<file path="src/rtl/dmem_arbiter_pkg.sv">
// Shared constants and encodings for the data-RAM arbiter between the CPU
// and the display burst reader.
package dmem_arbiter_pkg;

  localparam int ADDR_W   = 12;
  localparam int DATA_W   = 32;
  localparam int LEN_W    = 8;
  localparam int MAX_WAIT = 4;

  typedef enum logic [1:0] {
    IDLE  = 2'd0,
    BURST = 2'd1,
    DRAIN = 2'd2
  } burst_state_e;

  typedef enum logic [1:0] {
    OWN_NONE = 2'd0,
    OWN_CPU  = 2'd1,
    OWN_DISP = 2'd2
  } owner_e;

endpackage

</file>
<file path="src/rtl/dmem_burst_gen.sv">
// Display burst sequencer: latches base/len, walks the word addresses as the
// arbiter grants slots, and flags completion.
//
//   state | meaning
//   IDLE  | no burst; accepts disp_start
//   BURST | requesting a slot each cycle until len words are issued
//   DRAIN | last read in flight; disp_done asserted this cycle
module dmem_burst_gen #(
  parameter int ADDR_W = dmem_arbiter_pkg::ADDR_W,
  parameter int LEN_W  = dmem_arbiter_pkg::LEN_W
) (
  input  logic              clock,
  input  logic              reset,
  input  logic              disp_start,
  input  logic [ADDR_W-1:0] disp_base,
  input  logic [LEN_W-1:0]  disp_len,
  input  logic              disp_win,
  output logic              disp_want,
  output logic [ADDR_W-1:0] disp_addr,
  output logic              disp_busy,
  output logic              disp_done
);
  import dmem_arbiter_pkg::*;

  burst_state_e      state_q, state_d;
  logic [ADDR_W-1:0] base_q, base_d;
  logic [LEN_W-1:0]  len_q, len_d;
  logic [LEN_W-1:0]  issued_q, issued_d;
  logic              done_q, done_d;
  logic              last_word;

  assign last_word = (issued_q == len_q - LEN_W'(1));

  always_comb begin
    state_d  = state_q;
    base_d   = base_q;
    len_d    = len_q;
    issued_d = issued_q;
    done_d   = 1'b0;
    case (state_q)
      IDLE: begin
        if (disp_start) begin
          if (disp_len != '0) begin
            state_d  = BURST;
            base_d   = disp_base;
            len_d    = disp_len;
            issued_d = '0;
          end else begin
            done_d = 1'b1;  // empty burst completes without touching the RAM
          end
        end
      end
      BURST: begin
        if (disp_win) begin
          issued_d = issued_q + LEN_W'(1);
          if (last_word) begin
            state_d = DRAIN;
            done_d  = 1'b1;
          end
        end
      end
      DRAIN:   state_d = IDLE;
      default: state_d = IDLE;
    endcase
  end

  always_ff @(posedge clock or negedge reset) begin
    if (!reset) begin
      state_q  <= IDLE;
      base_q   <= '0;
      len_q    <= '0;
      issued_q <= '0;
      done_q   <= 1'b0;
    end else begin
      state_q  <= state_d;
      base_q   <= base_d;
      len_q    <= len_d;
      issued_q <= issued_d;
      done_q   <= done_d;
    end
  end

  assign disp_want = (state_q == BURST);
  assign disp_busy = (state_q != IDLE);
  assign disp_addr = base_q + ADDR_W'(issued_q);
  assign disp_done = done_q;

endmodule

</file>
<file path="src/rtl/dmem_arbiter.sv">
// Single-port data RAM arbiter: CPU has priority, the display burst is forced
// a slot after MAX_WAIT consecutive losses.
module dmem_arbiter #(
  parameter int ADDR_W   = dmem_arbiter_pkg::ADDR_W,
  parameter int DATA_W   = dmem_arbiter_pkg::DATA_W,
  parameter int LEN_W    = dmem_arbiter_pkg::LEN_W,
  parameter int MAX_WAIT = dmem_arbiter_pkg::MAX_WAIT
) (
  input  logic              clock,
  input  logic              reset,
  input  logic              cpu_req,
  input  logic              cpu_wEn,
  input  logic [ADDR_W-1:0] cpu_addr,
  input  logic [DATA_W-1:0] cpu_wdata,
  output logic              cpu_stall,
  output logic [DATA_W-1:0] cpu_rdata,
  output logic              cpu_rvalid,
  input  logic              disp_start,
  input  logic [ADDR_W-1:0] disp_base,
  input  logic [LEN_W-1:0]  disp_len,
  output logic              disp_busy,
  output logic [DATA_W-1:0] disp_rdata,
  output logic              disp_rvalid,
  output logic              disp_done,
  output logic              ram_wEn,
  output logic [ADDR_W-1:0] ram_addr,
  output logic [DATA_W-1:0] ram_dataIn,
  input  logic [DATA_W-1:0] ram_dataOut
);
  import dmem_arbiter_pkg::*;

  localparam int WAIT_W = (MAX_WAIT < 1) ? 1 : $clog2(MAX_WAIT + 1);

  logic              disp_want;
  logic              disp_win;
  logic              cpu_win;
  logic [ADDR_W-1:0] disp_addr;
  logic [WAIT_W-1:0] wait_q, wait_d;
  owner_e            owner_q, owner_d;

  dmem_burst_gen #(
    .ADDR_W(ADDR_W),
    .LEN_W (LEN_W)
  ) u_burst_gen (
    .clock     (clock),
    .reset     (reset),
    .disp_start(disp_start),
    .disp_base (disp_base),
    .disp_len  (disp_len),
    .disp_win  (disp_win),
    .disp_want (disp_want),
    .disp_addr (disp_addr),
    .disp_busy (disp_busy),
    .disp_done (disp_done)
  );

  assign disp_win  = disp_want & (~cpu_req | (wait_q == WAIT_W'(MAX_WAIT)));
  assign cpu_win   = cpu_req & ~disp_win;
  assign cpu_stall = cpu_req & disp_win;

  always_comb begin
    ram_wEn    = 1'b0;
    ram_addr   = '0;
    ram_dataIn = '0;
    if (cpu_win) begin
      ram_wEn    = cpu_wEn;
      ram_addr   = cpu_addr;
      ram_dataIn = cpu_wdata;
    end else if (disp_win) begin
      ram_addr = disp_addr;
    end
  end

  always_comb begin
    wait_d = wait_q;
    if (!disp_want || disp_win) begin
      wait_d = '0;
    end else if (cpu_win && (wait_q != WAIT_W'(MAX_WAIT))) begin
      wait_d = wait_q + WAIT_W'(1);
    end
    // Only reads leave data to return next cycle; CPU writes finish in-slot.
    owner_d = OWN_NONE;
    if (cpu_win && !cpu_wEn) begin
      owner_d = OWN_CPU;
    end else if (disp_win) begin
      owner_d = OWN_DISP;
    end
  end

  always_ff @(posedge clock or negedge reset) begin
    if (!reset) begin
      wait_q  <= '0;
      owner_q <= OWN_NONE;
    end else begin
      wait_q  <= wait_d;
      owner_q <= owner_d;
    end
  end

  assign cpu_rvalid  = (owner_q == OWN_CPU);
  assign disp_rvalid = (owner_q == OWN_DISP);
  assign cpu_rdata   = cpu_rvalid  ? ram_dataOut : '0;
  assign disp_rdata  = disp_rvalid ? ram_dataOut : '0;

endmodule

</file>
<file path="config.mk">
export PLATFORM = sky130hd
export DESIGN_NAME = dmem_arbiter
export DESIGN_NICKNAME = d
export VERILOG_FILES = /design/src/rtl/dmem_arbiter_pkg.sv /design/src/rtl/dmem_burst_gen.sv /design/src/rtl/dmem_arbiter.sv
export SDC_FILE = /design/constraint.sdc
export NUM_CORES = 1
export LEC_CHECK = 0
export BUFFER_PORTS_ARGS = -buffer_cell sky130_fd_sc_hd__buf_2
export CAP_MARGIN = 40
export CORE_ASPECT_RATIO = 0.5
export CORE_MARGIN = 2
export CORE_UTILIZATION = 41
export DETAILED_ROUTE_END_ITERATION = 10
export HOLD_SLACK_MARGIN = 0.05
export PLACE_DENSITY = 0.82
export SLEW_MARGIN = 20
export SYNTH_ARGS = -nofsm -noshare
export SYNTH_HDL_FRONTEND = slang
export SYNTH_SLANG_ARGS = --single-unit
</file>
<file path="constraint.sdc">
create_clock -name clock -period 2.8 [get_ports clock]
set_input_delay 0.56 -clock clock [delete_from_list [all_inputs] [get_ports clock]]
set_output_delay 0.56 -clock clock [all_outputs]
set_load 0.005 [all_outputs]
</file>
==> results of run 1 <==
routing by layer:
layer  wire length (um)  GRT usage
met1               4017     0.3164
met2               5346     0.4519
met3                656    0.03125
met4                117    0.04830
met5                  0          0
state kept, by name, indices dropped and copies added (netlist names):
| register | cells |
|---|---|
| u_burst_gen.issued_q | 8 |
| u_burst_gen.len_q | 8 |
| u_burst_gen.state_q | 2 |
| owner_q | 2 |
| u_burst_gen.disp_done | 1 |
| u_burst_gen.base_q | 12 |
| wait_q | 3 |
power by group through the flow:
stage / Clock, mW / Sequential, mW / Combinational (mW)
2_1_floorplan: 0 / 0.888 / 1.07
3_3_place_gp: 0 / 0.937 / 1.55
3_5_place_dp: 0 / 0.949 / 1.59
4_1_cts: 0.565 / 0.947 / 1.74
5_1_grt: 0.586 / 0.987 / 2.01
6_report: 0.561 / 0.966 / 1.83
metrics by stage:
| stage | utilization | cell area, um2 |
|---|---|---|
| 2_1_floorplan | - | 2928 |
| 3_3_place_gp | 0.6051 | 4118 |
| 3_5_place_dp | 0.6051 | 4118 |
| 4_1_cts | 0.6391 | 4349 |
| 5_1_grt | 0.6474 | 4405 |
| 6_report | 0.6474 | 4405 |
kinds of logic after synthesis:
| family | count (synthesis) | synth area share |
|---|---|---|
| adders and majority gates | 13 | 0.05812 |
| and+or+nand+nor | 175 | 0.3466 |
| buffers and inverters | 31 | 0.04017 |
| muxes | 18 | 0.06838 |
| AOI/OAI and AO/OA | 52 | 0.1162 |
| xor gates and xnor gates | 21 | 0.06282 |
| DFF | 36 | 0.3077 |
repair_timing:
item,in CTS,in global routing
pin swaps,1,3
setup endpoints to repair,5,6
buffers inserted,5,2
gates resized for setup,9,6
layout make-up:
class / count / area, um2
Clock buffer: 6 / 138.9
Clock inverter: 2 / 10.01
Fill cell: 548 / 2400
Inverter: 16 / 60.06
Multi-Input combinational cell: 279 / 1978
Sequential cell: 36 / 902.1
Tap cell: 92 / 115.1
Timing Repair Buffer: 228 / 1201
Yosys cell counts, drive strengths merged (3+ instances only):
cell,n,area (um2)
a211oi,3,32.53
a21o,3,22.52
a21oi,12,60.06
and2,100,628.1
clkbuf,14,52.55
dfrtp,36,900.9
ha,12,150.1
inv,16,60.05
mux2,16,180.2
nand2,19,71.32
nand2b,3,18.77
nand3,10,50.05
nand4,4,25.02
nor2,15,56.30
nor2b,4,25.02
nor3,4,20.02
nor4,4,25.02
o21a,3,22.52
o21ai,18,90.08
o31ai,5,42.54
xnor2,7,61.31
xor2,14,122.6
worst reg2reg max path: stages, from the launching register on:
cell      delay [ps]
dfrtp_1          420
inv_1            100
ha_1             210
or3b_1           410
or4_1            500
nand4_1          120
a211oi_2          60
and2_4           180
a41o_1           200
final timing paths:
kind | end | depth (start not counted)
worst max-delay path | ram_addr[10] | 10
worst min-delay path | u_burst_gen.len_q[7] | 1
worst max register to register | u_burst_gen.disp_done | 8
worst min register to register | wait_q[0] | 1
max in group asynchronous | u_burst_gen.issued_q[3] | 2
min in group clock | owner_q[0] | 2
==> flow_summary_export.csv, run 1 <==
group,metric,value,unit
run_status,status,"complete, but fails checks",
run_status,violations,"setup timing",
pwr,switching_share,0.4058,
routing,vias,3290,
sta,hold_viol_final,0,
setup_path,path_cells,"ha_2 > inv_2 > fa_2 > nor2b_2 > o211ai_1 > a21oi_2 > o41ai_2 > xor2_1 > o21ai_1 > buf_2",
clock_network,cts_root_buffer,"clkbuf_16",
place,post-place-ws,98.10,ps
pwr,power_frac_comb,0.545,
setup_path,regToRegSetupSlack,500,ps
pwr,clockPowerShare,0.167,
setup_path,rr_startpoint,"u_burst_gen.len_q[0]",
sta,period_share,1.039,
pwr,switchingPower,1.362,mW
logic_synthesis,syn_nets,460,
routing,drc_errors,0,
floorplanning,fp.dieArea,7874,um2
setup_path,critPathSlowestCell,"dfrtp_1",
final_layout,layout_common_cells,"buf_2, and2_1, dfrtp_1, nand2_1, nor2_1",
clock_network,cts_buffer_depth,2,
sta,rsz0062_at_grt,"yes",
logic_synthesis,synth_edf_count,0,
setup_path,worst_setup_path_start_kind,"flop",
global_route,grt_pass1_wl,15260,um
final_layout,syn_to_final_growth,50.47,%
global_route,grt_max_degree,38,
setup_path,required,2240,ps
sta,max_slew_margin,0.5452,
final_layout,fin_nets,680,
setup_path,critPathTopFamily,"compound AO/OA/AOI/OAI gates",
sta,min_period,2909,ps
logic_synthesis,synthesis.area,2928,um2
clock_network,clk_pin_slew,60,ps
pwr,intPower,1.994,mW
place,portBuffers,214,
logic_synthesis,async_flop_share,1.000,
sta,worstMarginPinSlew,675.9,ps
final_layout,final_cells,659,
sta,finalSetupTns,-143.9,ps
floorplanning,fp.dieH,63.76,um
routing,antenna_left,0,
sta,hold_ws,84.34,ps
global_route,overflow,0,
final_layout,drive_gt1_frac,0.4586,
clock_network,numCtsBuffers,5,
logic_synthesis,yosys.cell_types.count,51,
sta,setup_viol,2,
pwr,p_leak,2.399,nW
floorplanning,die_x,123.5,um
logic_synthesis,yosysSeqAreaShare,0.3077,
sta,report.final.slew_viol_count,0,
logic_synthesis,yosys_warnings,0,
floorplanning,core_area,6805,um2
run,drv_cap,0,
pwr,power.total,3.355,mW
routing,viasPerCell,4.992,
floorplanning,boundaryPins,215,
final_layout,diodes,0,
setup_path,worst-path-buf-inv,2,
logic_synthesis,ys_ff_latch,36,
clock_network,hold_buffers,0,
routing,drtIter0Drc,212,
setup_path,critPathMaxStageDelay,380,ps
setup_path,arrival,2350,ps
setup_path,path_class,"reg -> out",
global_route,grt_pass1_vias,3090,
floorplanning,initial_core_util,0.4302,
setup_path,path_max_fanout,3,
sta,setup_ws,-108.7,ps
pwr,p_seq_frac,0.288,
worst_hold_path,hold_path.class,"in -> async",
routing,drt-total-wl,10140,um
clock_network,h-tree-depth,2,
place,dp.cells,643,
final_layout,layout_commonest_cell,"buf_2",
pwr,max-vdd-ir-drop,0.0006185,V
logic_synthesis,synth_ff_type,"dfrtp_1",
place,hpwlAfterDp,7886,um
setup_path,startpoint,"u_burst_gen.base_q[0]",
setup_path,setup.worst_path.end_class,"output pin",
clock_network,cts.sinks,36,
logic_synthesis,syn_inst,346,
clock_network,tritoncts,"built",
sta,fmax,0.3438,GHz
clock_network,insertion_delay,280,ps
routing,dr.pass1.iters,4,
global_route,track_usage,0.2481,
place,gp_congestion,0.9251,
sta,fin_skew,3.117,ps
global_route,antenna_found_initial,0,
pwr,power_density,761.6,nW/um2
floorplanning,num_rows,21,
routing,routedWlPerCell,15.38,um
logic_synthesis,synth_area_per_cell,8.462,um2
Note: power is estimated with default switching activity, not from simulation.
==> inputs of run 2 (changes only) <==
--- a/config.mk
+++ b/config.mk
@@ -18,2 +18,3 @@
 export SYNTH_HDL_FRONTEND = slang
 export SYNTH_SLANG_ARGS = --single-unit
+export TNS_END_PERCENT = 30
==> constraint.sdc (replaced) <==
create_clock -name clock -period 2.8 [get_ports clock]
set_input_delay 0 -clock clock [delete_from_list [all_inputs] [get_ports clock]]
set_output_delay 0 -clock clock [all_outputs]
set_load 0.005 [all_outputs]
==> flow_summary_export.csv, run 2 (synthesized netlist as in run 1, its figures left out) <==
group,metric,value,unit
run_status,status,"completed",
final_layout,largest_register,"u_burst_gen.base_q",
routing,drtIter0Drc,200,
final_layout,syn_to_final_growth,53.76,%
global_route,antenna_found_initial,0,
pwr,intPower,1.890,mW
pwr,clockPowerShare,0.175,
setup_path,path_max_fanout,25,
sta,finalSetupTns,0,ps
floorplanning,die_x,123.5,um
place,hpwlAfterDp,7712,um
sta,setup_viol,0,
setup_path,arrival,2510,ps
routing,routedWlPerCell,14.83,um
worst_hold_path,hold_path.class,"in -> reg",
pwr,switchingPower,1.249,mW
sta,worstMarginPinSlew,784.9,ps
sta,report.final.slew_viol_count,0,
setup_path,path_class,"reg -> out",
clock_network,insertion_delay,280,ps
routing,dr.pass1.iters,4,
routing,viasPerCell,4.826,
setup_path,required,2800,ps
global_route,grt_max_degree,38,
floorplanning,initial_core_util,0.4302,
pwr,p_leak,2.443,nW
sta,setup_ws,292.1,ps
pwr,max-vdd-ir-drop,0.0004438,V
setup_path,worst_setup_path_start_kind,"flop",
routing,vias,3248,
final_layout,diodes,0,
routing,antenna_left,0,
clock_network,tritoncts,"built",
floorplanning,fp.dieArea,7874,um2
floorplanning,num_rows,21,
final_layout,drive_gt1_frac,0.4079,
final_layout,layout_commonest_cell,"buf_2",
global_route,grt_pass1_vias,3004,
run,drv_cap,0,
clock_network,cts_root_buffer,"clkbuf_16",
clock_network,cts_setup_buffers,0,
floorplanning,fp.dieH,63.76,um
floorplanning,boundaryPins,215,
clock_network,clk_pin_slew,50,ps
global_route,track_usage,0.2441,
final_layout,fin_nets,694,
global_route,overflow,0,
place,dp.cells,640,
pwr,p_seq_frac,0.307,
place,post-place-ws,593.2,ps
pwr,power.total,3.139,mW
final_layout,top_regs,"u_burst_gen.base_q x12, u_burst_gen.issued_q x8, u_burst_gen.len_q x8",
routing,drc_errors,0,
final_layout,final_cells,673,
clock_network,numCtsBuffers,5,
place,gp_congestion,0.9000,
sta,fmax,0.3987,GHz
final_layout,final_area,4502,um2
clock_network,h-tree-depth,2,
clock_network,cts_buffer_depth,2,
floorplanning,core_area,6805,um2
pwr,power_density,697.3,nW/um2
final_layout,fillers,513,
place,place_area,4083,um2
place,portBuffers,214,
global_route,grt_pass1_wl,14970,um
pwr,power_frac_comb,0.518,
sta,rsz0062_at_grt,"no",
final_layout,largest_register_ffs,12,
sta,min_period,2508,ps
setup_path,setup.worst_path.end_class,"output pin",
clock_network,cts.sinks,36,
sta,hold_ws,109.1,ps
final_layout,layout_common_cells,"buf_2, and2_1, dfrtp_1, dlygate4sd3_1, nand2_1",
sta,hold_viol_final,0,
final_layout,finalCoreUtilization,0.6615,
sta,period_share,0.8957,
routing,drt-total-wl,9978,um
pwr,switching_share,0.3979,
sta,fin_skew,1.948,ps
sta,max_slew_margin,0.4719,
[run 2: cell count changes in the layout (fill, tap and decap cells not counted), sizes merged]
cell         before  now
buf             228  219
clkbuf            6    8
clkinv            2    0
dlygate4sd3       0   23
[run 2: critical path: stages (launching register included)]
cell      delay (ps)
dfrtp_1          370
inv_1             50
ha_1             200
nand2_1          130
a21o_1           590
inv_2            220
and3_1           230
mux2i_1          130
o311ai_0         140
buf_2            170
[run 2: repair_timing]
action | 4_1_cts | 5_1_grt
hold buffers | 23 | 0
resized for setup | 0 | 0
hold endpoints to repair | 58 | 0
[run 2: cell type report]
| cell class | count | area (um2) | share of cell area |
|---|---|---|---|
| Tap cell | 92 | 115.1 | 0.02557 |
| Multi-Input combinational cell | 279 | 1913 | 0.4250 |
| Clock buffer | 8 | 146.4 | 0.03252 |
| Inverter | 16 | 60.06 | 0.01334 |
| Timing Repair Buffer | 242 | 1366 | 0.3035 |
| Sequential cell | 36 | 900.9 | 0.2001 |
[run 2: routing by layer]
metal	wire length, um	part of all wire	track usage	vias to the layer above
met5	0	0	0	-
li1	-	-	-	1633
met4	196	0.020	0.07244	0
met2	5121	0.51	0.4375	112
met1	4101	0.41	0.3058	1482
met3	558	0.056	0.03304	21
[run 2: power groups by stage]
stage	logic (mW)	registers (mW)	clock network [mW]
6_report	1.63	0.965	0.548
5_1_grt	1.83	0.992	0.589
2_1_floorplan	1.07	0.888	0
3_3_place_gp	1.54	0.949	0
4_1_cts	1.61	0.955	0.558
3_5_place_dp	1.57	0.962	0
[run 2: worst paths after layout]
check | startpoint | endpoint | slack [ps] | depth (start not counted)
max | wait_q[0] | ram_addr[8] | 290 | 9
min | cpu_req | wait_q[2] | 110 | 2
max reg2reg | wait_q[0] | u_burst_gen.issued_q[6] | 530 | 9
min reg2reg | wait_q[0] | wait_q[0] | 480 | 1
max in group asynchronous | reset | owner_q[1] | 2170 | 3
min in group asynchronous | reset | u_burst_gen.len_q[6] | 190 | 2
